$ cat src/rtl/multicycle_core.sv
// Multi-cycle RV32I-subset core: FETCH/DECODE/EXEC/MEM/WB control FSM around an
// internal register file and ALU. Define BRANCH_EXT_EN to also decode BNE/BLT/BGE.
module multicycle_core #(
  parameter int              XLEN     = 32,
  parameter int              NREG     = 32,
  parameter int              IMEM_AW  = 10,
  parameter int              DMEM_AW  = 8,
  parameter logic [XLEN-1:0] RESET_PC = '0
) (
  input  logic               clk,
  input  logic               reset,
  input  logic               run,
  output logic [IMEM_AW-1:0] imem_addr,
  input  logic [31:0]        imem_rdata,
  output logic [DMEM_AW-1:0] dmem_addr,
  output logic [XLEN-1:0]    dmem_wdata,
  output logic               dmem_we,
  input  logic [XLEN-1:0]    dmem_rdata,
  output logic [XLEN-1:0]    pc,
  output logic [XLEN-1:0]    wb_data,
  output logic [3:0]         status,
  output logic               retire,
  output logic               halted
);

  localparam int         RW     = (NREG > 1) ? $clog2(NREG) : 1;
  localparam logic [5:0] NREG_L = 6'(NREG);

  localparam logic [2:0] S_FETCH  = 3'd0;
  localparam logic [2:0] S_DECODE = 3'd1;
  localparam logic [2:0] S_EXEC   = 3'd2;
  localparam logic [2:0] S_MEM    = 3'd3;
  localparam logic [2:0] S_WB     = 3'd4;
  localparam logic [2:0] S_HALT   = 3'd5;

  // Branch ops are numbered last so "is a branch" is a single compare.
  localparam logic [3:0] OP_ADD  = 4'd0;
  localparam logic [3:0] OP_SUB  = 4'd1;
  localparam logic [3:0] OP_AND  = 4'd2;
  localparam logic [3:0] OP_OR   = 4'd3;
  localparam logic [3:0] OP_XOR  = 4'd4;
  localparam logic [3:0] OP_SLT  = 4'd5;
  localparam logic [3:0] OP_ADDI = 4'd6;
  localparam logic [3:0] OP_LW   = 4'd7;
  localparam logic [3:0] OP_SW   = 4'd8;
  localparam logic [3:0] OP_BEQ  = 4'd9;
`ifdef BRANCH_EXT_EN
  localparam logic [3:0] OP_BNE  = 4'd10;
  localparam logic [3:0] OP_BLT  = 4'd11;
  localparam logic [3:0] OP_BGE  = 4'd12;
`endif

  localparam logic [6:0] OPC_R      = 7'b0110011;
  localparam logic [6:0] OPC_IMM    = 7'b0010011;
  localparam logic [6:0] OPC_LOAD   = 7'b0000011;
  localparam logic [6:0] OPC_STORE  = 7'b0100011;
  localparam logic [6:0] OPC_BRANCH = 7'b1100011;

  logic [2:0]      state;
  logic [31:0]     ir_q;
  logic [3:0]      op_q;
  logic [XLEN-1:0] a_q, b_q, imm_q, alu_q, mdr_q;
  logic [XLEN-1:0] regs [NREG];

  function automatic logic [XLEN-1:0] sext12(input logic [11:0] v);
    return {{(XLEN-12){v[11]}}, v};
  endfunction

  function automatic logic [XLEN-1:0] sext13(input logic [12:0] v);
    return {{(XLEN-13){v[12]}}, v};
  endfunction

  logic [6:0] opcode, funct7;
  logic [2:0] funct3;
  logic [4:0] rd, rs1, rs2;
  assign opcode = ir_q[6:0];
  assign rd     = ir_q[11:7];
  assign funct3 = ir_q[14:12];
  assign rs1    = ir_q[19:15];
  assign rs2    = ir_q[24:20];
  assign funct7 = ir_q[31:25];

  logic [3:0]      dec_op;
  logic            dec_legal, use_rd, use_rs2;
  logic [XLEN-1:0] dec_imm;

  always_comb begin
    dec_op    = OP_ADD;
    dec_legal = 1'b0;
    use_rd    = 1'b0;
    use_rs2   = 1'b0;
    dec_imm   = sext12(ir_q[31:20]);
    case (opcode)
      OPC_R: begin
        use_rd    = 1'b1;
        use_rs2   = 1'b1;
        dec_legal = 1'b1;
        case ({funct7, funct3})
          {7'h00, 3'h0}: dec_op = OP_ADD;
          {7'h20, 3'h0}: dec_op = OP_SUB;
          {7'h00, 3'h2}: dec_op = OP_SLT;
          {7'h00, 3'h4}: dec_op = OP_XOR;
          {7'h00, 3'h6}: dec_op = OP_OR;
          {7'h00, 3'h7}: dec_op = OP_AND;
          default:       dec_legal = 1'b0;
        endcase
      end
      OPC_IMM: begin
        use_rd    = 1'b1;
        dec_op    = OP_ADDI;
        dec_legal = (funct3 == 3'h0);
      end
      OPC_LOAD: begin
        use_rd    = 1'b1;
        dec_op    = OP_LW;
        dec_legal = (funct3 == 3'h2);
      end
      OPC_STORE: begin
        use_rs2   = 1'b1;
        dec_op    = OP_SW;
        dec_imm   = sext12({ir_q[31:25], ir_q[11:7]});
        dec_legal = (funct3 == 3'h2);
      end
      OPC_BRANCH: begin
        use_rs2   = 1'b1;
        dec_imm   = sext13({ir_q[31], ir_q[7], ir_q[30:25], ir_q[11:8], 1'b0});
        dec_legal = 1'b1;
        case (funct3)
          3'h0:    dec_op = OP_BEQ;
`ifdef BRANCH_EXT_EN
          3'h1:    dec_op = OP_BNE;
          3'h4:    dec_op = OP_BLT;
          3'h5:    dec_op = OP_BGE;
`endif
          default: dec_legal = 1'b0;
        endcase
      end
      default: dec_legal = 1'b0;
    endcase
    // Reduced register files (RV32E) trap on any out-of-range index actually used.
    if (({1'b0, rs1} >= NREG_L) || (use_rs2 && ({1'b0, rs2} >= NREG_L)) ||
        (use_rd && ({1'b0, rd} >= NREG_L)))
      dec_legal = 1'b0;
  end

  logic [XLEN-1:0] op2, alu_res;
  logic [XLEN:0]   sum, dif;
  logic            fl_n, fl_z, fl_c, fl_v;

  always_comb begin
    op2 = ((op_q == OP_ADDI) || (op_q == OP_LW) || (op_q == OP_SW)) ? imm_q : b_q;
    sum = {1'b0, a_q} + {1'b0, op2};
    dif = {1'b0, a_q} - {1'b0, op2};
    alu_res = '0;
    fl_c    = 1'b0;
    fl_v    = 1'b0;
    case (op_q)
      OP_ADD, OP_ADDI, OP_LW, OP_SW: begin
        alu_res = sum[XLEN-1:0];
        fl_c    = sum[XLEN];
        fl_v    = (a_q[XLEN-1] == op2[XLEN-1]) && (alu_res[XLEN-1] != a_q[XLEN-1]);
      end
      OP_AND: alu_res = a_q & op2;
      OP_OR:  alu_res = a_q | op2;
      OP_XOR: alu_res = a_q ^ op2;
      OP_SLT: alu_res = {{(XLEN-1){1'b0}}, ($signed(a_q) < $signed(op2))};
      default: begin
        alu_res = dif[XLEN-1:0];
        fl_c    = ~dif[XLEN];
        fl_v    = (a_q[XLEN-1] != op2[XLEN-1]) && (alu_res[XLEN-1] != a_q[XLEN-1]);
      end
    endcase
    fl_n = alu_res[XLEN-1];
    fl_z = (alu_res == '0);
  end

  logic is_branch, take;
  assign is_branch = (op_q >= OP_BEQ);

  always_comb begin
    take = fl_z;
`ifdef BRANCH_EXT_EN
    case (op_q)
      OP_BNE:  take = ~fl_z;
      OP_BLT:  take = fl_n ^ fl_v;
      OP_BGE:  take = ~(fl_n ^ fl_v);
      default: take = fl_z;
    endcase
`endif
  end

  logic [XLEN-1:0] pc_plus4, wb_val;
  assign pc_plus4 = pc + XLEN'(4);
  assign wb_val   = (op_q == OP_LW) ? mdr_q : alu_q;

  always_ff @(posedge clk or negedge reset) begin
    if (!reset) begin
      state   <= S_FETCH;
      pc      <= RESET_PC;
      ir_q    <= '0;
      op_q    <= OP_ADD;
      a_q     <= '0;
      b_q     <= '0;
      imm_q   <= '0;
      alu_q   <= '0;
      mdr_q   <= '0;
      wb_data <= '0;
      status  <= '0;
    end else begin
      case (state)
        S_FETCH: begin
          if (run) begin
            ir_q  <= imem_rdata;
            state <= S_DECODE;
          end
        end
        S_DECODE: begin
          if (!dec_legal) begin
            state <= S_HALT;
          end else begin
            a_q   <= regs[rs1[RW-1:0]];
            b_q   <= regs[rs2[RW-1:0]];
            imm_q <= dec_imm;
            op_q  <= dec_op;
            state <= S_EXEC;
          end
        end
        S_EXEC: begin
          alu_q  <= alu_res;
          status <= {fl_n, fl_z, fl_c, fl_v};
          if (is_branch) begin
            pc    <= take ? (pc + imm_q) : pc_plus4;
            state <= S_FETCH;
          end else if ((op_q == OP_LW) || (op_q == OP_SW)) begin
            state <= S_MEM;
          end else begin
            state <= S_WB;
          end
        end
        S_MEM: begin
          if (op_q == OP_LW) begin
            mdr_q <= dmem_rdata;
            state <= S_WB;
          end else begin
            pc    <= pc_plus4;
            state <= S_FETCH;
          end
        end
        S_WB: begin
          wb_data <= wb_val;
          pc      <= pc_plus4;
          state   <= S_FETCH;
        end
        S_HALT:  state <= S_HALT;
        default: state <= S_HALT;
      endcase
    end
  end

  // x0 is never written, so it holds its reset value of zero.
  always_ff @(posedge clk or negedge reset) begin
    if (!reset) begin
      for (int i = 0; i < NREG; i++) regs[i] <= '0;
    end else if ((state == S_WB) && (rd != 5'd0)) begin
      regs[rd[RW-1:0]] <= wb_val;
    end
  end

  assign imem_addr  = pc[IMEM_AW+1:2];
  assign dmem_addr  = alu_q[DMEM_AW+1:2];
  assign dmem_wdata = b_q;
  assign dmem_we    = (state == S_MEM) && (op_q == OP_SW);
  assign retire     = (state == S_WB) || ((state == S_EXEC) && is_branch) ||
                      ((state == S_MEM) && (op_q == OP_SW));
  assign halted     = (state == S_HALT);

endmodule
$ cat config.mk
export PLATFORM = sky130hd
export DESIGN_NAME = multicycle_core
export DESIGN_NICKNAME = d
export VERILOG_FILES = /design/src/rtl/multicycle_core.sv
export SDC_FILE = /design/constraint.sdc
export NUM_CORES = 2
export LEC_CHECK = 0
export ABC_AREA = 1
export CAP_MARGIN = 20
export CORE_MARGIN = 4
export CORE_UTILIZATION = 45
export DETAILED_ROUTE_END_ITERATION = 8
export HOLD_SLACK_MARGIN = 0.06
export MAX_ROUTING_LAYER = met4
export SYNTH_ARGS = -nofsm -noshare
export SYNTH_HDL_FRONTEND = slang
export SYNTH_SLANG_ARGS = --single-unit
$ cat constraint.sdc
create_clock -name clk -period 3.8 [get_ports clk]
set_input_delay 0.76 -clock clk [delete_from_list [all_inputs] [get_ports clk]]
set_output_delay 0.76 -clock clk [all_outputs]
set_load 0.01 [all_outputs]
==> flow_summary.yaml <==
placement:
  placed_area_um2: 81800
  dpl.hpwl_um: 197000
  port_buffers: 187
  gp_congestion: 0.996
critical_path:
  critPathMostFrequentCell: "buf_12"
  critPathArrivalTime_ns: 4.99
  worstPathRequired_ns: 4.52
  worstReg2RegEnd: "pc[25]$_DFFE_PN0P_"
  r2r_cells: 29
  regToRegSetupSlack_ns: -0.48
  cp_slowest_cell: "dfrtp_1"
  critPathKind: "flip-flop to flip-flop"
  critPathMaxFanout: 8
  timing.rr.start: "op_q[1]$_DFFE_PN0P_"
  end_kind: "flip-flop"
  crit_path_start_kind: "flip-flop"
  slowest_delay_ns: 0.39
synth:
  syn-num-nets: 10300
  synth_top_family_by_area: "compound AO/OA/AOI/OAI gates"
  synth.avg_cell_area_um2: 7.29
  yosys.area_share.simple: 0.184
  synth_most_common_cell: "o21ai_0"
  yosys.area.top_type: "dfrtp_1"
  syn_area_um2: 73800
  ys_warn_count: 0
  yosysSeqAreaShare: 0.431
  synth-xor-area-share: 0.00759
  synth_area_leaders: "dfrtp_1 43%, o21ai_0 13%, a21oi_1 8.5%, nand2_1 8.3%, nand3_1 4.9%"
  synth_fa_ha_area_frac: 0.0225
  synth_top_flop_cell: "dfrtp_1"
  synth_compound_area_frac: 0.254
  netlist_instances: 10100
  muxShareOfSynthArea: 0.00822
  synth_seq_cells: 1271
  synthDistinctLibCells: 53
  synth_top_area_share: 0.431
  synth-edff-count: 0
  ys_top_cells_by_count: "1901 x o21ai_0, 1626 x nand2_1, 1271 x dfrtp_1"
  ys_async_sr_fraction: 1.00
power_and_ir_drop:
  power_density_nw_per_um2: 765
  p_seq_frac: 0.260
  switchingPower_mw: 31.2
  p_int_mw: 37.5
  vdd_drop_max_mv: 1.01
  cellLeakagePower_nw: 40.3
  clockPowerShare: 0.205
  p_sw_frac: 0.454
  comb_power_share: 0.535
clock_tree:
  cts_tree: "yes"
  cts-htree-levels: 4
  cts_root_buf: "clkbuf_16"
  clk_latency_ns: 0.81
  cts_buffers: 147
  clock-sinks: 1271
  path_clk_slew_ns: 0.06
  clk_path_buf_depth: 3
floorplan:
  rows: 148
  fp.coreArea_um2: 163000
  die_y_um: 413
  die_w_um: 413
  start_util: 0.453
  io_pins: 188
  die_area_um2: 171000
outcome:
  violations: "negative setup slack"
  status: "complete, but fails checks"
worst_hold_path:
  hold_path_depth: 0
  whs_endpoint: "regs[1008]$_DFFE_PN0P_"
  hold_class: "flip-flop to flip-flop"
  holdCritStartpoint: "regs[1008]$_DFFE_PN0P_"
sta:
  setup_ws_ns: -0.476
  fin_worst_skew_ns: 0.0442
  timing.fmax_ghz: 0.234
  setup_viol: 34
  finalHoldViolations: 0
  finalMaxSlewViolations: 0
  finalCriticalPeriod_ns: 4.28
  final.period_utilization: 1.13
  slew_headroom: 0.176
  worst_slew_pin_slew_ns: 1.24
  hold_ws_ns: 0.389
  rsz0062_at_grt: "true"
grt:
  track_usage: 0.368
  antenna_found_initial: 21
  grt_pass1_wl_um: 459000
  grt_pass1_vias: 70400
  grt_max_degree: 221
  overflow: 0
finish:
  area_growth_pct: 21.6
  fin_nets: 10600
  design_area_um2: 89700
  nFillCells: 15700
  final_layout_size_suffix_gt1_frac: 0.155
job:
  max_cap_viol_count: 0
drt:
  drt_iter0_drc: 9429
  totalWireLength_um: 312000
  vias_per_cell: 5.95
  ant_nets: 0
  wl_per_cell_um: 24.6
  drc_errors: 0
  dr.pass1.iters: 8
  vias: 75300
==> state kept, by name, indices dropped and copies added, names as in the netlist <==
signal and cells:
regs 1024, imm_q 13, a_q 32, op_q 4, pc 32, alu_q 31, mdr_q 32, wb_data 32
dmem_wdata 32, ir_q 32, state 3, status 4
==> layout by cell type, fill, tap and decap left out, types with 31 or more instances in the layout <==
cell type and instances:
clkbuf_8 34, nor2_1 692, nand3_1 665, clkbuf_16 151, nand2_4 46, buf_6 31
inv_2 49, dfrtp_1 1261, nand2_1 1445, o221ai_1 60, o21ai_0 1840, nand3_2 34
nand2_2 136, nor2_4 51, mux2_2 37, nor2_2 67, xor2_1 44, buf_4 638
o211ai_1 242, ha_1 88, a21oi_1 1222, nand4_1 65, buf_12 100, ha_4 32
o21ai_2 44, clkdlybuf4s50_1 186, clkbuf_1 39, inv_1 848
==> kinds of logic (layout without fill, tap and decap cells) <==
logic type / Yosys count / in the layout
compound gates: 3542 / 3542
xor+xnor: 64 / 64
fa+ha+maj: 131 / 131
buf+inv: 1793 / 2134
flops: 1271 / 1271
mux: 56 / 56
other cells: 0 / 9
simple gates: 3275 / 3275
==> per-layer routing <==
layer	global-route usage	vias up	share of wire
li1	-	34500	-
met1	0.497	36200	0.42
met2	0.551	3811	0.44
met3	0.0559	790	0.087
met4	0.158	0	0.050
met5	-	-	0
==> worst max-delay path by stage <==
stage / end / start / slack, ns / cells after the start
after floorplan: pc[0]$_DFFE_PN0P_ / op_q[1]$_DFFE_PN0P_ / 0.002 / 30
after global placement: pc[0]$_DFFE_PN0P_ / op_q[1]$_DFFE_PN0P_ / -0.89 / 26
after detailed placement: pc[1]$_DFFE_PN0P_ / op_q[1]$_DFFE_PN0P_ / -0.91 / 29
after CTS: pc[12]$_DFFE_PN0P_ / op_q[0]$_DFFE_PN0P_ / -0.35 / 35
after global routing: pc[25]$_DFFE_PN0P_ / op_q[1]$_DFFE_PN0P_ / -0.68 / 29
final: pc[25]$_DFFE_PN0P_ / op_q[1]$_DFFE_PN0P_ / -0.48 / 29
==> critical path, delay by kind of cell, from the launching register on <==
family	cells	cell delay [ns]
XOR/XNOR	1	0.17
flip-flops	1	0.39
AND/OR/NAND/NOR	16	1.82
adder cells (fa/ha/maj)	1	0.30
buffers and inverters	9	1.23
AO/OA/AOI/OAI	2	0.25
==> cell type report <==
class / instances / area, um^2 / share of cell area
inverters: 911 / 3450 / 0.0384
multi-input cells: 7068 / 37800 / 0.421
repair buffers: 966 / 9230 / 0.103
flip-flops and latches: 1271 / 31800 / 0.355
diodes: 9 / 22.5 / 0.000251
well taps: 2175 / 2720 / 0.0303
clock inverters: 35 / 363 / 0.00404
clock buffers: 222 / 4340 / 0.0484
==> power groups by stage <==
stage / sequential (mW) / combinational, mW / clock, mW
finish: 17.9 / 36.7 / 14.1
global route: 18.1 / 39.6 / 14.8
CTS: 17.8 / 34.0 / 14.3
detailed placement: 18.0 / 31.8 / 0
global placement: 17.9 / 31.4 / 0
floorplan: 17.1 / 20.1 / 0
==> stage by stage <==
stage                     instances  power [mW]  utilization  setup TNS (ns)  setup WS [ns]
after detailed placement      12300        49.8        0.502          -29.24         -0.909
after global placement        12300        49.3        0.502          -28.30         -0.887
final                         12700        68.7        0.551          -14.18         -0.476
after CTS                     12600        66.1        0.542          -10.48         -0.352
after floorplan               10100        37.2            -               0        0.00220
after global routing          12700        72.6        0.551          -21.10         -0.680
==> timing repair <==
item                                    CTS  global route
endpoints found under the setup margin   47            41
pin swaps                               103           156
endpoints found under the hold margin    65             0
resized for setup                       376           316
hold buffers                              1             0
setup buffers                            57            37
cloned                                    5             2
Power figures use the tool's default switching activity.
